$ cat config.mk
export PLATFORM = sky130hd
export DESIGN_NAME = wb_bus_arbiter_flat
export DESIGN_NICKNAME = d
export VERILOG_FILES = /design/src/rtl/wb_bus_arbiter_pkg.sv /design/src/rtl/wb_bus_arbiter_if.sv /design/src/rtl/wb_arb_watchdog.sv /design/src/rtl/wb_bus_arbiter.sv /design/src/flat_wrapper.sv
export SDC_FILE = /design/constraint.sdc
export NUM_CORES = 1
export LEC_CHECK = 0
export BUFFER_PORTS_ARGS = -buffer_cell sky130_fd_sc_hd__clkbuf_2
export CAP_MARGIN = 20
export CORE_AREA = 5 5 121 123
export CTS_CLUSTER_SIZE = 14
export DETAILED_ROUTE_END_ITERATION = 8
export DIE_AREA = 0 0 126 128
export PLACE_DENSITY = 0.55
export REMOVE_ABC_BUFFERS = 1
export SETUP_SLACK_MARGIN = 0.05
export SLEW_MARGIN = 20
export SYNTH_ARGS = -nofsm -noshare
export SYNTH_HDL_FRONTEND = slang
export SYNTH_SLANG_ARGS = --single-unit
$ cat constraint.sdc
create_clock -name clk -period 1.45 [get_ports clk]
set_input_delay 0.29 -clock clk [delete_from_list [all_inputs] [get_ports clk]]
set_output_delay 0.29 -clock clk [all_outputs]
set_load 0.005 [all_outputs]
$ cat src/rtl/wb_bus_arbiter_pkg.sv
// Shared definitions for the two-master Wishbone bus arbiter:
// arbiter state encoding, bus widths and the round-robin tie-break helper.
package wb_bus_arbiter_pkg;

    localparam int ADDR_W = 32;
    localparam int DATA_W = 32;
    localparam int SEL_W  = 4;

    // Value held in the last_grant register for each master
    localparam logic GRANT_M0 = 1'b0;
    localparam logic GRANT_M1 = 1'b1;

    // The state register is the only source of the grant
    typedef enum logic [1:0] {
        IDLE   = 2'd0,
        OWN_M0 = 2'd1,
        OWN_M1 = 2'd2
    } arb_state_t;

    // When both masters request together, the one not granted last wins
    function automatic arb_state_t tie_winner(input logic last_grant);
        return (last_grant == GRANT_M1) ? OWN_M0 : OWN_M1;
    endfunction

endpackage

$ cat src/rtl/wb_bus_arbiter_if.sv
// Signal bundle around the arbiter: both master ports and the shared slave
// port. The slave modport is the arbiter's own view (it is the slave of the
// two masters); the master modport is the view of the surrounding system.
interface wb_bus_arbiter_if;
    import wb_bus_arbiter_pkg::*;

    // master 0 (instruction fetch)
    logic              m0_cyc_i;
    logic              m0_stb_i;
    logic              m0_we_i;
    logic [SEL_W-1:0]  m0_sel_i;
    logic [ADDR_W-1:0] m0_addr_i;
    logic [DATA_W-1:0] m0_data_i;
    logic [DATA_W-1:0] m0_data_o;
    logic              m0_ack_o;
    logic              m0_err_o;

    // master 1 (data)
    logic              m1_cyc_i;
    logic              m1_stb_i;
    logic              m1_we_i;
    logic [SEL_W-1:0]  m1_sel_i;
    logic [ADDR_W-1:0] m1_addr_i;
    logic [DATA_W-1:0] m1_data_i;
    logic [DATA_W-1:0] m1_data_o;
    logic              m1_ack_o;
    logic              m1_err_o;

    // shared slave
    logic              s_cyc_o;
    logic              s_stb_o;
    logic              s_we_o;
    logic [SEL_W-1:0]  s_sel_o;
    logic [ADDR_W-1:0] s_addr_o;
    logic [DATA_W-1:0] s_data_o;
    logic [DATA_W-1:0] s_data_i;
    logic              s_ack_i;

    modport slave (
        input  m0_cyc_i, m0_stb_i, m0_we_i, m0_sel_i, m0_addr_i, m0_data_i,
        output m0_data_o, m0_ack_o, m0_err_o,
        input  m1_cyc_i, m1_stb_i, m1_we_i, m1_sel_i, m1_addr_i, m1_data_i,
        output m1_data_o, m1_ack_o, m1_err_o,
        output s_cyc_o, s_stb_o, s_we_o, s_sel_o, s_addr_o, s_data_o,
        input  s_data_i, s_ack_i
    );

    modport master (
        output m0_cyc_i, m0_stb_i, m0_we_i, m0_sel_i, m0_addr_i, m0_data_i,
        input  m0_data_o, m0_ack_o, m0_err_o,
        output m1_cyc_i, m1_stb_i, m1_we_i, m1_sel_i, m1_addr_i, m1_data_i,
        input  m1_data_o, m1_ack_o, m1_err_o,
        input  s_cyc_o, s_stb_o, s_we_o, s_sel_o, s_addr_o, s_data_o,
        output s_data_i, s_ack_i
    );

endinterface

$ cat src/rtl/wb_arb_watchdog.sv
// Stall watchdog for the bus arbiter. Only present when WB_ARB_TIMEOUT_EN is
// defined; without the macro the arbiter has no counter and this file is empty.
// It counts consecutive strobe cycles the slave leaves un-acked and flags the
// cycle in which the count reaches TIMEOUT_CYCLES.
`ifdef WB_ARB_TIMEOUT_EN
module wb_arb_watchdog #(
    parameter int TIMEOUT_CYCLES = 255
) (
    input  logic clk,
    input  logic rst,
    input  logic stall,
    input  logic clear,
    output logic timeout
);

    localparam logic [15:0] LIMIT = 16'(TIMEOUT_CYCLES - 1);

    logic [15:0] count;

    // The stalled cycle that would make the count reach TIMEOUT_CYCLES
    assign timeout = stall && (count == LIMIT);

    // Count stalled strobe cycles; restart on ack, owner change or abort
    always_ff @(posedge clk) begin
        if (rst) begin
            count <= 16'd0;
        end else if (clear || timeout) begin
            count <= 16'd0;
        end else if (stall) begin
            count <= count + 16'd1;
        end
    end

endmodule
`endif

$ cat src/rtl/wb_bus_arbiter.sv
// Two-master Wishbone bus arbiter (m0 instruction fetch, m1 data) in front of
// a single slave. Round-robin on simultaneous requests, ownership held for
// as long as the owner keeps cyc high, and one idle cycle between owners.
// Optional watchdog abort of stalled transfers: define WB_ARB_TIMEOUT_EN.
module wb_bus_arbiter
    import wb_bus_arbiter_pkg::*;
#(
    parameter int TIMEOUT_CYCLES = 255
) (
    input  logic               clk,
    input  logic               rst,
    wb_bus_arbiter_if.slave    bus
);

    if (TIMEOUT_CYCLES < 2 || TIMEOUT_CYCLES > 65535) begin : g_bad_timeout
        $error("wb_bus_arbiter: TIMEOUT_CYCLES must lie in 2..65535");
    end

    arb_state_t state;
    arb_state_t state_next;
    logic       last_grant;
    logic       timeout;

`ifdef WB_ARB_TIMEOUT_EN
    logic stall_cycle;
    logic wd_clear;

    assign stall_cycle = (state != IDLE) && bus.s_stb_o && !bus.s_ack_i;
    assign wd_clear    = bus.s_ack_i || (state_next != state);

    wb_arb_watchdog #(
        .TIMEOUT_CYCLES (TIMEOUT_CYCLES)
    ) u_watchdog (
        .clk     (clk),
        .rst     (rst),
        .stall   (stall_cycle),
        .clear   (wd_clear),
        .timeout (timeout)
    );
`else
    assign timeout = 1'b0;
`endif

    // Next owner: grant from IDLE, release when the owner drops cyc or stalls out
    always_comb begin
        state_next = state;
        unique case (state)
            IDLE: begin
                if (bus.m0_cyc_i && bus.m1_cyc_i) begin
                    state_next = tie_winner(last_grant);
                end else if (bus.m0_cyc_i) begin
                    state_next = OWN_M0;
                end else if (bus.m1_cyc_i) begin
                    state_next = OWN_M1;
                end
            end
            OWN_M0: begin
                if (!bus.m0_cyc_i || timeout) begin
                    state_next = IDLE;
                end
            end
            OWN_M1: begin
                if (!bus.m1_cyc_i || timeout) begin
                    state_next = IDLE;
                end
            end
            default: state_next = IDLE;
        endcase
    end

    // State register and round-robin memory of the most recent grant
    always_ff @(posedge clk) begin
        if (rst) begin
            state      <= IDLE;
            last_grant <= GRANT_M1;
        end else begin
            state <= state_next;
            if (state == IDLE && state_next != IDLE) begin
                last_grant <= (state_next == OWN_M1) ? GRANT_M1 : GRANT_M0;
            end
        end
    end

    // Route the owner onto the slave port; strobe is gated by cyc so a master
    // that drops cyc with stb still high is cut off in that same cycle
    always_comb begin
        bus.s_cyc_o  = 1'b0;
        bus.s_stb_o  = 1'b0;
        bus.s_we_o   = 1'b0;
        bus.s_sel_o  = '0;
        bus.s_addr_o = '0;
        bus.s_data_o = '0;
        unique case (state)
            OWN_M0: begin
                bus.s_cyc_o  = bus.m0_cyc_i;
                bus.s_stb_o  = bus.m0_cyc_i && bus.m0_stb_i;
                bus.s_we_o   = bus.m0_we_i;
                bus.s_sel_o  = bus.m0_sel_i;
                bus.s_addr_o = bus.m0_addr_i;
                bus.s_data_o = bus.m0_data_i;
            end
            OWN_M1: begin
                bus.s_cyc_o  = bus.m1_cyc_i;
                bus.s_stb_o  = bus.m1_cyc_i && bus.m1_stb_i;
                bus.s_we_o   = bus.m1_we_i;
                bus.s_sel_o  = bus.m1_sel_i;
                bus.s_addr_o = bus.m1_addr_i;
                bus.s_data_o = bus.m1_data_i;
            end
            default: ;
        endcase
    end

    // Return ack/err only to the owner; late acks after cyc drops are dropped
    always_comb begin
        bus.m0_ack_o = 1'b0;
        bus.m0_err_o = 1'b0;
        bus.m1_ack_o = 1'b0;
        bus.m1_err_o = 1'b0;
        if (state == OWN_M0) begin
            bus.m0_ack_o = bus.s_ack_i && bus.m0_cyc_i && bus.m0_stb_i;
            bus.m0_err_o = timeout;
        end
        if (state == OWN_M1) begin
            bus.m1_ack_o = bus.s_ack_i && bus.m1_cyc_i && bus.m1_stb_i;
            bus.m1_err_o = timeout;
        end
    end

    assign bus.m0_data_o = bus.s_data_i;
    assign bus.m1_data_o = bus.s_data_i;

endmodule
$ cat src/flat_wrapper.sv
// flat-port wrapper written by rule: the top's interface ports become plain ports
module wb_bus_arbiter_flat import wb_bus_arbiter_pkg::*;
#(
    parameter int TIMEOUT_CYCLES = 255
)
  (clk, rst, bus_m0_cyc_i, bus_m0_stb_i, bus_m0_we_i, bus_m0_sel_i, bus_m0_addr_i, bus_m0_data_i, bus_m0_data_o, bus_m0_ack_o, bus_m0_err_o, bus_m1_cyc_i, bus_m1_stb_i, bus_m1_we_i, bus_m1_sel_i, bus_m1_addr_i, bus_m1_data_i, bus_m1_data_o, bus_m1_ack_o, bus_m1_err_o, bus_s_cyc_o, bus_s_stb_o, bus_s_we_o, bus_s_sel_o, bus_s_addr_o, bus_s_data_o, bus_s_data_i, bus_s_ack_i);
  wb_bus_arbiter_if bus_i ();
  input  logic clk;
  input  logic rst;
  input wire logic [$bits(bus_i.m0_cyc_i)-1:0] bus_m0_cyc_i;
  input wire logic [$bits(bus_i.m0_stb_i)-1:0] bus_m0_stb_i;
  input wire logic [$bits(bus_i.m0_we_i)-1:0] bus_m0_we_i;
  input wire logic [$bits(bus_i.m0_sel_i)-1:0] bus_m0_sel_i;
  input wire logic [$bits(bus_i.m0_addr_i)-1:0] bus_m0_addr_i;
  input wire logic [$bits(bus_i.m0_data_i)-1:0] bus_m0_data_i;
  output wire logic [$bits(bus_i.m0_data_o)-1:0] bus_m0_data_o;
  output wire logic [$bits(bus_i.m0_ack_o)-1:0] bus_m0_ack_o;
  output wire logic [$bits(bus_i.m0_err_o)-1:0] bus_m0_err_o;
  input wire logic [$bits(bus_i.m1_cyc_i)-1:0] bus_m1_cyc_i;
  input wire logic [$bits(bus_i.m1_stb_i)-1:0] bus_m1_stb_i;
  input wire logic [$bits(bus_i.m1_we_i)-1:0] bus_m1_we_i;
  input wire logic [$bits(bus_i.m1_sel_i)-1:0] bus_m1_sel_i;
  input wire logic [$bits(bus_i.m1_addr_i)-1:0] bus_m1_addr_i;
  input wire logic [$bits(bus_i.m1_data_i)-1:0] bus_m1_data_i;
  output wire logic [$bits(bus_i.m1_data_o)-1:0] bus_m1_data_o;
  output wire logic [$bits(bus_i.m1_ack_o)-1:0] bus_m1_ack_o;
  output wire logic [$bits(bus_i.m1_err_o)-1:0] bus_m1_err_o;
  output wire logic [$bits(bus_i.s_cyc_o)-1:0] bus_s_cyc_o;
  output wire logic [$bits(bus_i.s_stb_o)-1:0] bus_s_stb_o;
  output wire logic [$bits(bus_i.s_we_o)-1:0] bus_s_we_o;
  output wire logic [$bits(bus_i.s_sel_o)-1:0] bus_s_sel_o;
  output wire logic [$bits(bus_i.s_addr_o)-1:0] bus_s_addr_o;
  output wire logic [$bits(bus_i.s_data_o)-1:0] bus_s_data_o;
  input wire logic [$bits(bus_i.s_data_i)-1:0] bus_s_data_i;
  input wire logic [$bits(bus_i.s_ack_i)-1:0] bus_s_ack_i;
  assign bus_i.m0_cyc_i = bus_m0_cyc_i;
  assign bus_i.m0_stb_i = bus_m0_stb_i;
  assign bus_i.m0_we_i = bus_m0_we_i;
  assign bus_i.m0_sel_i = bus_m0_sel_i;
  assign bus_i.m0_addr_i = bus_m0_addr_i;
  assign bus_i.m0_data_i = bus_m0_data_i;
  assign bus_m0_data_o = bus_i.m0_data_o;
  assign bus_m0_ack_o = bus_i.m0_ack_o;
  assign bus_m0_err_o = bus_i.m0_err_o;
  assign bus_i.m1_cyc_i = bus_m1_cyc_i;
  assign bus_i.m1_stb_i = bus_m1_stb_i;
  assign bus_i.m1_we_i = bus_m1_we_i;
  assign bus_i.m1_sel_i = bus_m1_sel_i;
  assign bus_i.m1_addr_i = bus_m1_addr_i;
  assign bus_i.m1_data_i = bus_m1_data_i;
  assign bus_m1_data_o = bus_i.m1_data_o;
  assign bus_m1_ack_o = bus_i.m1_ack_o;
  assign bus_m1_err_o = bus_i.m1_err_o;
  assign bus_s_cyc_o = bus_i.s_cyc_o;
  assign bus_s_stb_o = bus_i.s_stb_o;
  assign bus_s_we_o = bus_i.s_we_o;
  assign bus_s_sel_o = bus_i.s_sel_o;
  assign bus_s_addr_o = bus_i.s_addr_o;
  assign bus_s_data_o = bus_i.s_data_o;
  assign bus_i.s_data_i = bus_s_data_i;
  assign bus_i.s_ack_i = bus_s_ack_i;
  wb_bus_arbiter #(.TIMEOUT_CYCLES(TIMEOUT_CYCLES)) u_core (.clk(clk), .rst(rst), .bus(bus_i));
endmodule
# Yosys cells after proc, flatten, opt, wreduce, memory -nomap -nowiden
# Index checks and enable logic that the tools add are counted.
[word_totals] reg_bits=3 inputBits=177 out_inout_bits=139 word_cells=31
[op_classes] n_eq_ne=3 mux=16 reduce_logical=10
[ops] op="$pmux 32 s2" n=2
[ops] op="$mux 2" n=6
[ops] op="$logic_and 1x1->1" n=8
[ops] op="$pmux 4 s2" n=1
[ops] op="$pmux 1 s2" n=3
[ops] op="$pmux 2 s3" n=1
[ops] op="$eq 2x2->1 const B" n=2
[ops] op="$mux 1" n=3
[ops] op="$eq 2x1->1 const B" n=1
[ops] op="$logic_not 2->1" n=1
[ops] op="$reduce_bool 2->1" n=1

# Logic depth before layout (Yosys ltp)
[logic_depth] ltp_word=6 ltp_mapped=6 depth_no_buf=5

# Least setup slack after synthesis
# OpenSTA, ideal clock, no wires.
[synth_path] path_kind="register to output" start="reg u_core.state[0]" end="out bus_s_addr_o[0]" arrival_time_ns=1.220 required_time_ns=1.160 slack_ns=-0.060 path_stages_with_launch=5 n_path_buf=1 path_cell_list="dfxtp_1 > inv_1 > ha_1 > clkbuf_1 > nor2b_1"
[synth_between] elab_chain_cells=2 elab_cells_between_ends=3 cone_classes="eq/ne (2); mux (1)"
[synth_rtl] item="from (decl)" line_no="wb_bus_arbiter.sv:19" source="arb_state_t state;"
[synth_rtl] item="from (signal assigned)" line_no="wb_bus_arbiter.sv:77" source="state <= state_next;"
[synth_rtl] item="$eq 2x2->1 or $eq 2x1->1 (tied branches)" line_no="wb_bus_arbiter.sv:93" source="unique case (state)"
[synth_rtl] item="$pmux 32 s2 *" line_no="wb_bus_arbiter.sv:93"
[synth_rtl] item="to (decl)" line_no="flat_wrapper.sv:32" source="output wire logic [$bits(bus_i.s_addr_o)-1:0] bus_s_addr_o;"
# Every way passes the cells marked *; elsewhere a longest branch is shown, timed or not.

# Worst setup path in the final report
[layout_path] start="reg u_core.state[1]" end="out bus_s_sel_o[3]"
[layout_between] elab_chain_cells=2 elab_cells_between_ends=3 cone_classes="eq/ne (2); mux (1)"
[layout_rtl] item="$eq 2x2->1 or $eq 2x1->1 (tied branches)" line_no="wb_bus_arbiter.sv:93"
[layout_rtl] item="$pmux 4 s2 *" line_no="wb_bus_arbiter.sv:93"
[layout_rtl] item="to (decl)" line_no="flat_wrapper.sv:31" source="output wire logic [$bits(bus_i.s_sel_o)-1:0] bus_s_sel_o;"
# Marks and branches as above.

==> results.toml <==
[placed_design]
gp_congestion = 0.7498
placed_area_um2 = 2864
dp_hpwl_um = 8578
io_buffers = 217

[floorplan]
core-area_um2 = 13560
initial_utilization_pct = 13.83
die_h_um = 128
die_x_um = 126
num_rows = 43
pin_count = 316
die-area_um2 = 16130

[timing]
layout_min_cycle_time_ns = 1.809
hold_ws_ns = 0.3181
setup_violations = 76
finalWorstSetupSlack_ns = -0.3591
tns_ns = -20.93
slew_viol_final = 0
clock_skew_ns = 0.001963
rsz0062_at_grt = "yes"
hold_viol = 0
max_freq_mhz = 552.8
fin_crit_sh_pct = 124.8

[logic_synthesis]
synth_top_cells_by_count = "nor2b_1 (71), a22oi_1 (69), buf_4 (67), buf_2 (14), clkbuf_1 (7)"
yosys_register_bits = 3
yosys.area.top_type_share_pct = 27.62
synth_cell_type_count = 25
syn_avg_cell_area_um2 = 7.051
ys_seq_area_share_pct = 3.202
ys_top_cells_by_area = "a22oi_1 (28%), buf_4 (27%), nor2b_1 (24%)"
synthArstFlopShare_pct = 0
synth_edf_count = 0
synth_top_area_cell = "a22oi_1"
synth_cells = 266
synthFlopType = "dfxtp_1"
synth_most_common_cell = "nor2b_1"
netlist_area_um2 = 1876
ys.warnings.count = 0

[critical_path]
startpoint = "u_core.state[1]$_SDFF_PP0_"
worstSetupPathType = "reg -> out"
path_delay_family = "buffers and inverters"
reg2reg_setup_slack_ns = -0.11
crit_end = "bus_s_sel_o[3]"
r2r_end = "u_core.state[1]$_SDFF_PP0_"
worstPathRequired_ns = 1.16
worstSetupEndpointType = "output port"
cpPeakStageDelay_ns = 0.36
cp_common_cell = "buf_12"
reg2reg_depth = 8
crit_chain = "inv_4, ha_4, buf_12, buf_12, a22oi_1, nor2b_2, clkbuf_2"
cp_max_fo = 9
rr_startpoint = "u_core.state[1]$_SDFF_PP0_"
crit_cells = 7
worst_ep_arrival_time_ns = 1.52
startpoint_type = "flip-flop"
path_buf_inv = 4
cpMaxStageDelayCell = "dfxtp_4"

[grt]
grt_use_total_pct = 12.01
grt_max_degree = 32
grt_pass1_wl_um = 15190
grt_antenna_before_repair = 0
grt_pass1_vias = 2688
grt-ovfl-total = 0

[flow_run]
drv.max_cap_violation_count = 0

[status]
violations = "negative setup slack"
outcome = "finished, violations left"

[clock_tree]
cts_tree = "built"
clk_latency_ns = 0.22
htreeDepth = 1
clkSinkCount = 3
clkTransAtPathRegs_ns = 0.03
cts_hold_buffers = 0
cts_buffer_depth = 2
numCtsBuffers = 3
cts_root_buf = "clkbuf_16"

[cells_and_area]
num_antenna_cells = 0
fin_nets = 625
drive_gt1_share_pct = 76.75
final_util_pct = 26.57
syn_to_final_growth_pct = 92.06
design_area_um2 = 3602

[min_path]
hold_depth = 2
hp-class = "in -> reg"

[power_and_ir_drop]
p_leak_uw = 0.001640
p_per_area_nw_per_um2 = 697.1
total_power_uw = 2511
ir_worst_vdd_mv = 0.4532

[detailed_routing]
post-route-drc-count = 0
wl_per_cell_um = 18.45
drt_iter0_markers = 59
firstDrtPassIters = 4
ant_nets = 0
finalWirelength_um = 11500
viasPerCell = 4.315
dr_total_vias = 2688
==> layer usage <==
layer	up-vias	GRT usage (%)	part of all wire, %
met2	245	18.06	44
li1	1227	-	-
met1	1210	13.58	38
met4	0	1.830	0.69
met3	6	9.042	17
met5	-	4.644	0
==> power breakdown <==
part / internal [µW] / leakage (µW) / switching (µW) / total [µW]
combinational: 1120 / 0.00158 / 833 / 1960
clock: 363 / 0.0000382 / 73.1 / 436
sequential: 99.1 / 0.0000262 / 21.1 / 120
total: 1580 / 0.00164 / 928 / 2510
==> layout make-up <==
cell class | count | area [µm²]
fill | 1497 | 9956
timing repair buffer | 262 | 1675
multi-input combinational | 171 | 1539
tap | 180 | 225.2
clock buffer | 4 | 78.83
sequential | 3 | 67.56
inverter | 3 | 16.27
==> how the worst min path moves through the flow <==
stage,endpoint,slack [ns],start
floorplan,u_core.state[0]$_SDFF_PP0_,0.36,rst
global placement,u_core.state[1]$_SDFF_PP0_,0.55,rst
detailed placement,u_core.state[0]$_SDFF_PP0_,0.55,rst
CTS,u_core.state[0]$_SDFF_PP0_,0.31,rst
global route,u_core.state[0]$_SDFF_PP0_,0.33,rst
finish,u_core.state[1]$_SDFF_PP0_,0.32,rst
==> registers in the layout (all words and copies together), names as in the netlist <==
signal / count
u_core.last_grant: 1
u_core.state: 2
==> cell families after synthesis <==
kind of cell    synth area share, %
buf+inv                       33.76
flops                         3.202
simple gates                  26.82
compound gates                33.36
fa+ha+maj                     2.669
other cells                  0.1999
==> cells in the final DEF, fill, tap and decap left out, drive strengths merged <==
master / netlist / routed
dfxtp: 3 / 3
and2: 2 / 2
nand3: 2 / 2
o21ba: 1 / 1
o21ai: 4 / 4
nor3: 2 / 2
ha: 4 / 4
and2b: 1 / 1
o22ai: 1 / 1
clkbuf: 7 / 196
conb: 1 / 2
a32oi: 1 / 1
nor2: 3 / 3
a22o: 1 / 1
a311oi: 1 / 1
a211oi: 2 / 2
a21boi: 2 / 2
nand2: 2 / 2
buf: 83 / 70
inv: 3 / 3
a22oi: 69 / 69
nor2b: 71 / 71
==> metrics by stage <==
stage,std cells,setup WS [ns]
2_1_floorplan,177,-1.063
3_3_place_gp,599,-0.1548
3_5_place_dp,599,-0.1668
4_1_cts,609,-0.3343
5_1_grt,623,-0.4097
6_report,623,-0.3591
==> timing repair <==
| item | CTS | global route |
|---|---|---|
| buffers inserted | 5 | 9 |
| pin swaps | 2 | 10 |
| resized for setup | 57 | 68 |
| setup endpoints to repair | 76 | 76 |
| gates cloned | 1 | 5 |
No activity file was read; power rests on OpenSTA's default activity.
